File: config.mk
export PLATFORM = sky130hd
export DESIGN_NAME = pulse_period_monitor
export DESIGN_NICKNAME = d
export VERILOG_FILES = /design/src/rtl/pulse_mon_pkg.sv /design/src/rtl/pulse_edge_detect.sv /design/src/rtl/pulse_period_monitor.sv
export SDC_FILE = /design/constraint.sdc
export NUM_CORES = 1
export LEC_CHECK = 0
export BUFFER_PORTS_ARGS = -buffer_cell sky130_fd_sc_hd__buf_2
export CAP_MARGIN = 10
export CORE_MARGIN = 2
export CORE_UTILIZATION = 60
export CTS_BUF_LIST = sky130_fd_sc_hd__clkbuf_16
export CTS_CLUSTER_DIAMETER = 150
export DETAILED_ROUTE_END_ITERATION = 8
export PLACE_DENSITY = 0.82
export RECOVER_POWER = 100
export SYNTH_ARGS = -nofsm -noshare
export SYNTH_HDL_FRONTEND = slang
export SYNTH_SLANG_ARGS = --single-unit
File: constraint.sdc
create_clock -name Clock_I -period 2.9 [get_ports Clock_I]
set_input_delay 0.58 -clock Clock_I [delete_from_list [all_inputs] [get_ports Clock_I]]
set_output_delay 0.58 -clock Clock_I [all_outputs]
set_load 0.05 [all_outputs]
File: src/rtl/pulse_mon_pkg.sv
// Shared types for the pulse period monitor: FSM state encoding and error counter width.
package pulse_mon_pkg;

  typedef enum logic [1:0] {
    ST_IDLE    = 2'd0,
    ST_ACQUIRE = 2'd1,
    ST_LOCKED  = 2'd2
  } state_e;

  localparam int unsigned ERR_CNT_W = 8;

endpackage

File: src/rtl/pulse_edge_detect.sv
// Rising-edge detector for the sync pulse; macro PULSE_MON_SYNC_EN adds a two-flop synchronizer.
module pulse_edge_detect
  import pulse_mon_pkg::*;
(
  input  logic clk_i,
  input  logic rst_ni,
  input  logic pulse_i,
  output logic edge_o
);

  logic level_s;
  logic prev_q;

`ifdef PULSE_MON_SYNC_EN
  logic sync1_q;
  logic sync2_q;

  always_ff @(posedge clk_i or negedge rst_ni) begin
    if (!rst_ni) begin
      sync1_q <= 1'b0;
      sync2_q <= 1'b0;
    end else begin
      sync1_q <= pulse_i;
      sync2_q <= sync1_q;
    end
  end

  assign level_s = sync2_q;
`else
  // Input is synchronous to the clock: the previous-value flop is the only register.
  assign level_s = pulse_i;
`endif

  always_ff @(posedge clk_i or negedge rst_ni) begin
    if (!rst_ni) prev_q <= 1'b0;
    else         prev_q <= level_s;
  end

  assign edge_o = level_s & ~prev_q;

endmodule

File: src/rtl/pulse_period_monitor.sv
// Measures the spacing of sync-pulse rising edges, locks after LOCK_N in-window periods,
// flags early/late periods. Optional macro: PULSE_MON_SYNC_EN (input synchronizer).
module pulse_period_monitor
  import pulse_mon_pkg::*;
#(
  parameter int unsigned BITS   = 13,
  parameter int unsigned COUNT  = 4999,
  parameter int unsigned TOL    = 2,
  parameter int unsigned LOCK_N = 4
) (
  input  logic                 Clock_I,
  input  logic                 Reset_n_I,
  input  logic                 Pulse_I,
  output logic [BITS-1:0]      Period_O,
  output logic                 Period_Valid_O,
  output logic                 Locked_O,
  output logic                 Err_Early_O,
  output logic                 Err_Late_O,
  output logic [ERR_CNT_W-1:0] Err_Count_O
);

  localparam int unsigned GW = $clog2(LOCK_N + 1);
  localparam logic [BITS-1:0] GOOD_LO = BITS'(COUNT + 1 - TOL);
  localparam logic [BITS-1:0] GOOD_HI = BITS'(COUNT + 1 + TOL);
  localparam logic [BITS-1:0] LATE_AT = BITS'(COUNT + 2 + TOL);
  localparam logic [BITS-1:0] CNT_MAX = '1;

  if (COUNT + TOL + 2 >= (2 ** BITS)) begin : g_bits_check
    $error("pulse_period_monitor: COUNT+1+TOL+1 must be less than 2**BITS");
  end

  logic edge_s;

  pulse_edge_detect u_edge (
    .clk_i   (Clock_I),
    .rst_ni  (Reset_n_I),
    .pulse_i (Pulse_I),
    .edge_o  (edge_s)
  );

  state_e                 state_q, state_d;
  logic [BITS-1:0]        cnt_q, cnt_d;
  logic [GW-1:0]          good_q, good_d;
  logic [GW-1:0]          good_inc;
  logic                   late_seen_q, late_seen_d;
  logic                   late_hit;
  logic [BITS-1:0]        period_q, period_d;
  logic                   valid_q, valid_d;
  logic                   early_q, early_d;
  logic                   late_q, late_d;
  logic [ERR_CNT_W-1:0]   errcnt_q, errcnt_d;

  always_ff @(posedge Clock_I or negedge Reset_n_I) begin
    if (!Reset_n_I) begin
      state_q     <= ST_IDLE;
      cnt_q       <= '0;
      good_q      <= '0;
      late_seen_q <= 1'b0;
      period_q    <= '0;
      valid_q     <= 1'b0;
      early_q     <= 1'b0;
      late_q      <= 1'b0;
      errcnt_q    <= '0;
    end else begin
      state_q     <= state_d;
      cnt_q       <= cnt_d;
      good_q      <= good_d;
      late_seen_q <= late_seen_d;
      period_q    <= period_d;
      valid_q     <= valid_d;
      early_q     <= early_d;
      late_q      <= late_d;
      errcnt_q    <= errcnt_d;
    end
  end

  assign good_inc = good_q + GW'(1);
  // late_seen_q keeps a saturated counter parked on LATE_AT from re-firing within one gap.
  assign late_hit = (state_q != ST_IDLE) && !late_seen_q && (cnt_q == LATE_AT);

  always_comb begin
    state_d     = state_q;
    cnt_d       = (cnt_q == CNT_MAX) ? cnt_q : cnt_q + BITS'(1);
    good_d      = good_q;
    late_seen_d = late_seen_q;
    period_d    = period_q;
    valid_d     = 1'b0;
    early_d     = 1'b0;
    late_d      = 1'b0;
    errcnt_d    = errcnt_q;

    if (late_hit) begin
      late_d      = 1'b1;
      late_seen_d = 1'b1;
      good_d      = '0;
      if (state_q == ST_LOCKED) state_d = ST_ACQUIRE;
    end

    if (edge_s) begin
      cnt_d       = BITS'(1);
      late_seen_d = 1'b0;
      if (state_q == ST_IDLE) begin
        state_d = ST_ACQUIRE;
        good_d  = '0;
      end else begin
        period_d = cnt_q;
        valid_d  = 1'b1;
        if (cnt_q < GOOD_LO) begin
          early_d = 1'b1;
          good_d  = '0;
          state_d = ST_ACQUIRE;
        end else if (cnt_q <= GOOD_HI) begin
          if (good_q != GW'(LOCK_N)) good_d = good_inc;
          if (state_q == ST_ACQUIRE && good_inc == GW'(LOCK_N)) state_d = ST_LOCKED;
        end else begin
          good_d = '0;
        end
      end
    end

    if ((early_d || late_d) && errcnt_q != '1) errcnt_d = errcnt_q + ERR_CNT_W'(1);
  end

  assign Period_O       = period_q;
  assign Period_Valid_O = valid_q;
  assign Locked_O       = (state_q == ST_LOCKED);
  assign Err_Early_O    = early_q;
  assign Err_Late_O     = late_q;
  assign Err_Count_O    = errcnt_q;

endmodule

Yosys cells after proc, flatten, opt, wreduce, memory -nomap -nowiden
Index checks and enable logic that the tools add are counted.

word-level totals
  bits in registers = 44
  bits in latches = 0
  memory bits (writable) = 0
  bits in read-only memories = 0
  bits of input ports = 3
  output and inout bits = 25
  logic and storage cells = 59
  memories = 0

operators by class
  $add $sub $neg = 3
  multiply operators = 0
  divide/modulo/power cells = 0
  magnitude comparators = 2
  equal/unequal tests = 8
  shifts and indexed selects = 0
  muxes and demuxes = 23
  bitwise gates (word level) = 3
  reductions and logical operators = 10

operators by type and width
  cell                   count
  $eq 13x13->1 const B   2
  $mux 13                2
  $mux 3                 6
  $mux 2                 7
  $add 13x1->13 const B  1
  $le 13x13->1 const B   1
  $lt 13x13->1 const B   1
  $add 8x1->8 const B    1
  $mux 1                 8
  $ne 8x8->1 const B     1
  $logic_and 1x1->1      4
  $reduce_bool 2->1      2
  $add 3x1->3 const B    1
  $eq 3x3->1 const B     1
  $ne 3x3->1 const B     1
  $eq 2x1->1 const B     1
  $eq 2x2->1 const B     1
  $logic_not 2->1        1
  $ne 2x2->1 const B     1
  $not 1->1              2
  $reduce_and 2->1       1
  $and 1x1->1            1
  $logic_not 1->1        1
  $logic_or 1x1->1       1

Logic depth before layout (Yosys ltp)
  word-level depth = 9
  mapped depth = 8
  mapped depth without buffers = 6

Hierarchy
A second synthesis with hierarchy kept.

unflattened totals
  cell total of the unflattened synthesis = 216
  area total of the unflattened synthesis = 2129.5 µm²

modules (own cells, without submodules)
  module                instances  cells an instance  area an instance (µm²)  seq. area each (µm²)
  pulse_period_monitor  1          214                2090.8                  1076.0
  pulse_edge_detect     1          2                  38.8                    25.0

Worst setup path after synthesis
No wires, ideal clock.

  path kind = in2reg
  start = in Pulse_I
  end = reg errcnt_q[6], in the netlist Err_Count_O[6]
  setup time = 0.125 ns
  arrival time = 1.809 ns
  data required time = 2.775 ns
  slack = 0.966 ns
  stages = 5
  path buffers = 0
  cell sequence = nor2b_1 o21ai_1 nor3_2 o21ai_2 mux2_4

between the ends
  word-level cells in the longest chain between the ends = 4

ends and longest elaborated chain
  item                  line                         RTL
  start, declared       pulse_period_monitor.sv:13   input logic Pulse_I,
  $and 1x1->1           pulse_edge_detect.sv:39      assign edge_o = level_s & ~prev_q;
  $mux 1                pulse_period_monitor.sv:99   if (edge_s) begin
  net early_d           pulse_period_monitor.sv:49   logic early_q, early_d;
  $logic_or 1x1->1      pulse_period_monitor.sv:121  if ((early_d || late_d) && errcnt_q != '1) errcnt_d = errcnt_q + ERR_CNT_W'(1);
  $logic_and 1x1->1     pulse_period_monitor.sv:121
  end signal, assigned  pulse_period_monitor.sv:73   errcnt_q <= errcnt_d;
  end, declared         pulse_period_monitor.sv:51   logic [ERR_CNT_W-1:0] errcnt_q, errcnt_d;

The timed path passes the listed nets, and every way through them passes these cells.
A chain may end at the register's enable or synchronous reset.

Worst setup path after layout
  start = reg cnt_q[3]
  end = reg errcnt_q[6], in the netlist Err_Count_O[6]

between the ends
  word-level cells in the longest chain between the ends = 6
  elaborated cells between the ends (all ways) = 9
  those cells by class = 1 x order compare; 1 x eq/ne; 4 x mux; 3 x reduce/logical

ends and longest elaborated chain
  item                    line                         RTL
  start, declared         pulse_period_monitor.sv:42   logic [BITS-1:0] cnt_q, cnt_d;
  start signal, assigned  pulse_period_monitor.sv:66   cnt_q <= cnt_d;
  $lt 13x13->1            pulse_period_monitor.sv:108  if (cnt_q < GOOD_LO) begin
  $mux 1                  pulse_period_monitor.sv:108
  $mux 1                  pulse_period_monitor.sv:102  if (state_q == ST_IDLE) begin
  $mux 1                  pulse_period_monitor.sv:99
  $logic_or 1x1->1 (*)    pulse_period_monitor.sv:121
  $logic_and 1x1->1 (*)   pulse_period_monitor.sv:121

Every way passes the cells marked *; elsewhere a longest branch is shown, timed or not.

==> impl_metrics.env <==
export IMPL_outcome="completed"
export IMPL_post_synth_mux_area_share=0.0216
export IMPL_detailroute_via_count=1664
export IMPL_fin_nets=251
export IMPL_total_gr_overflow=0
export IMPL_grt_first_pass_wirelength_mm=7.91
export IMPL_die_height_um=63.8
export IMPL_synth_enable_flop_cells=0
export IMPL_post_synth_top_area_fraction=0.513
export IMPL_totalNegativeSetupSlack_ns=0
export IMPL_dr_pass1_iters=4
export IMPL_total_wirelength_mm=4.53
export IMPL_numClockSinks=44
export IMPL_drt_initial_violations=229
export IMPL_seq_power_share=0.428
export IMPL_number_of_unique_standard_cell_types_used_by_synthesis=46
export IMPL_viasPerCell=5.74
export IMPL_grt_pass1_vias=1597
export IMPL_synth_fa_ha_area_frac=0.0292
export IMPL_worst_max_slew_pin_slew_ns=0.943
export IMPL_finalWeightedCongestion=0.835
export IMPL_cap_violations=0
export IMPL_synthesis_nets=221
export IMPL_rsz0062_at_grt="no"
export IMPL_clock_power_share=0.331
export IMPL_ys_ff_latch=44
export IMPL_pin_count_of_the_biggest_net_entering_global_routing=45
export IMPL_level_count_of_the_clock_h_tree=2
export IMPL_powerDensity_nw_per_um2=778
export IMPL_clk_root_buffer_cell="sky130_fd_sc_hd__clkbuf_16"
export IMPL_layout_min_cycle_time_ns=2.33
export IMPL_clkTransAtPathRegs_ns=0.06
export IMPL_tritoncts="built"
export IMPL_synth_async_sr_flop_share=1.00
export IMPL_timing_max_transition_violations_final=0
export IMPL_floorplan_core_area_um2=3390
export IMPL_fmax_ghz=0.429
export IMPL_power_uw=1890
export IMPL_yosys_top_cells_count="sky130_fd_sc_hd__nand2_1, sky130_fd_sc_hd__dfrtp_1, sky130_fd_sc_hd__nor2_1"
export IMPL_antenna_diode_count=0
export IMPL_drive_above_1_share=0.0697
export IMPL_critPathKind="register to register"
export IMPL_top_level_pins=28
export IMPL_internal_power_uw=1210
export IMPL_yosys_warnings=0
export IMPL_clock_latency_ns=0.28
export IMPL_synth_compound_area_share=0.0980
export IMPL_ir_drop_uv=347
export IMPL_cts_setup_buffers=0
export IMPL_synth_top_cells_by_area="sky130_fd_sc_hd__dfrtp_1, sky130_fd_sc_hd__nand2_1, sky130_fd_sc_hd__nor2_1, sky130_fd_sc_hd__xnor2_1, sky130_fd_sc_hd__xor2_1"
export IMPL_synth_yosys_seq_area_share=0.513
export IMPL_final_period_utilization=0.804
export IMPL_finalHoldViolations=0
export IMPL_initial_utilization=0.633
export IMPL_fin_skew_ns=0.00565
export IMPL_synth_simple_gate_area_share=0.237
export IMPL_switching_share=0.360
export IMPL_cp_end_kind="register"
export IMPL_antenna_found_initial=0
export IMPL_post_dp_hpwl_mm=2.84
export IMPL_critical_path_at_ns=2.50
export IMPL_synth_largest_area_cell="sky130_fd_sc_hd__dfrtp_1"
export IMPL_synth_top_family_by_area="simple AND/OR/NAND/NOR gates"
export IMPL_cts_path_max_buffers=2
export IMPL_fp_dieArea_um2=4070
export IMPL_routedWlPerCell_um=15.6
export IMPL_ctsResizeCount=0
export IMPL_cts_buffers=5
export IMPL_combPwrFrac=0.241
export IMPL_detail_route_drc_violations=0
export IMPL_synth_most_common_cell="sky130_fd_sc_hd__nand2_1"
export IMPL_die_width_um=63.8
export IMPL_route_antenna_remaining_nets=0
export IMPL_worst_setup_path_start_kind="register"
export IMPL_area_delta_synth_final_pct=13.2
export IMPL_postSynthAreaPerCell_um2=10.1
export IMPL_synth_xor_xnor_area_share=0.0694
export IMPL_hold_path_class="input port to asynchronous set/reset pin"
export IMPL_setup_violations=0
export IMPL_cp_data_required_time_ns=3.07
export IMPL_worst_slew_margin_rel=0.371
export IMPL_synthCells=213
export IMPL_place_port_buffers=27
export IMPL_static_leakage_power_uw=0.00112
export IMPL_net_sw_power_uw=679
export IMPL_path_max_fanout=11
export IMPL_cell_area_after_synthesis_um2=2140
export IMPL_row_count=21
export IMPL_ys_flop_type="sky130_fd_sc_hd__dfrtp_1"
export IMPL_cts_hold_fix_buffers=0
export IMPL_global_route_usage_total=0.252
[logic make-up after synthesis]
kind of cell / count (synthesis)
and+or+nand+nor: 101
DFF: 44
AOI/OAI and AO/OA: 30
xor gates and xnor gates: 17
buffers and inverters: 12
adders and majority gates: 5
muxes: 4
[final cells by class]
class	count	area (um2)
clock buffer	5	125
clock inverter	3	38.8
fill	252	961
inverter	6	23.8
multi-input combinational	157	968
sequential	44	1100
tap	46	57.6
timing repair buffer	29	114
[routing by layer]
metal,share of wire,wire length [um],global-route usage
met2,0.49,2210,0.402
met5,0,0,0
met1,0.43,1950,0.337
met3,0.054,243,0.0511
met4,0.026,119,0.106
[worst max-delay path, stage by stage, from the launching register on]
cell                         delay (ns)
sky130_fd_sc_hd__dfrtp_1           0.50
sky130_fd_sc_hd__or4b_4            0.52
sky130_fd_sc_hd__nor4_4            0.23
sky130_fd_sc_hd__nand2_2           0.12
sky130_fd_sc_hd__clkinvlp_2        0.28
sky130_fd_sc_hd__o21ai_0           0.21
sky130_fd_sc_hd__mux2_4            0.34
[power by group through the flow]
stage          Combinational (uW)  Sequential, uW  Clock (uW)
6_report                      455             809         625
5_1_grt                       494             822         659
4_1_cts                       477             805         632
3_5_place_dp                  468             809           0
3_3_place_gp                  460             805           0
2_1_floorplan                 164             990           0
[through the flow]
stage	utilization	setup slack, ns	instances	instance area [um2]	hold WS (ns)
after CTS	0.730	0.822	290	2470	0.429
after global placement	0.681	0.784	282	2310	0.458
after detailed placement	0.681	0.714	282	2310	0.465
after floorplan	-	0.966	213	2140	0.284
final	0.717	0.568	290	2430	0.442
after global routing	0.717	0.473	290	2430	0.453
[cell usage in the layout (no fill, tap or decap), drive strengths merged, types with 2 or more instances in the layout]
cell type / n
o2111ai: 2
inv: 6
and3: 5
mux2i: 2
o2bb2ai: 4
nor3: 2
mux2: 2
xor2: 8
dfrtp: 44
a21oi: 4
a211oi: 2
o211ai: 3
and4: 5
nor2b: 4
ha: 5
nand3: 2
nand2b: 4
nor2: 21
nor3b: 2
clkbuf: 32
nand4: 5
o21ai: 9
nand2: 46
buf: 2
xnor2: 9
[registers in the layout, summed over array words and instances, names as in the netlist]
| name | flops |
|---|---|
| Err_Count_O | 8 |
| Period_Valid_O | 1 |
| cnt_q | 13 |
| good_q | 3 |
| Err_Early_O | 1 |
| state_q | 2 |
| Period_O | 13 |
| late_seen_q | 1 |
| Err_Late_O | 1 |
| u_edge.prev_q | 1 |
[path summary, 6_finish.rpt]
kind	cells past startpoint	end	slack, ns	startpoint
min in group Clock_I	1	u_edge.prev_q	0.44	Pulse_I
worst min register to register	2	Period_O[0]	0.48	Period_O[0]
worst min-delay path	1	Period_O[11]	0.44	Reset_n_I
worst max-delay path	6	Err_Count_O[6]	0.57	cnt_q[3]
max in group asynchronous	1	cnt_q[11]	1.87	Reset_n_I
worst max register to register	6	Err_Count_O[6]	0.57	cnt_q[3]
No activity file was read; power rests on OpenSTA's default activity.
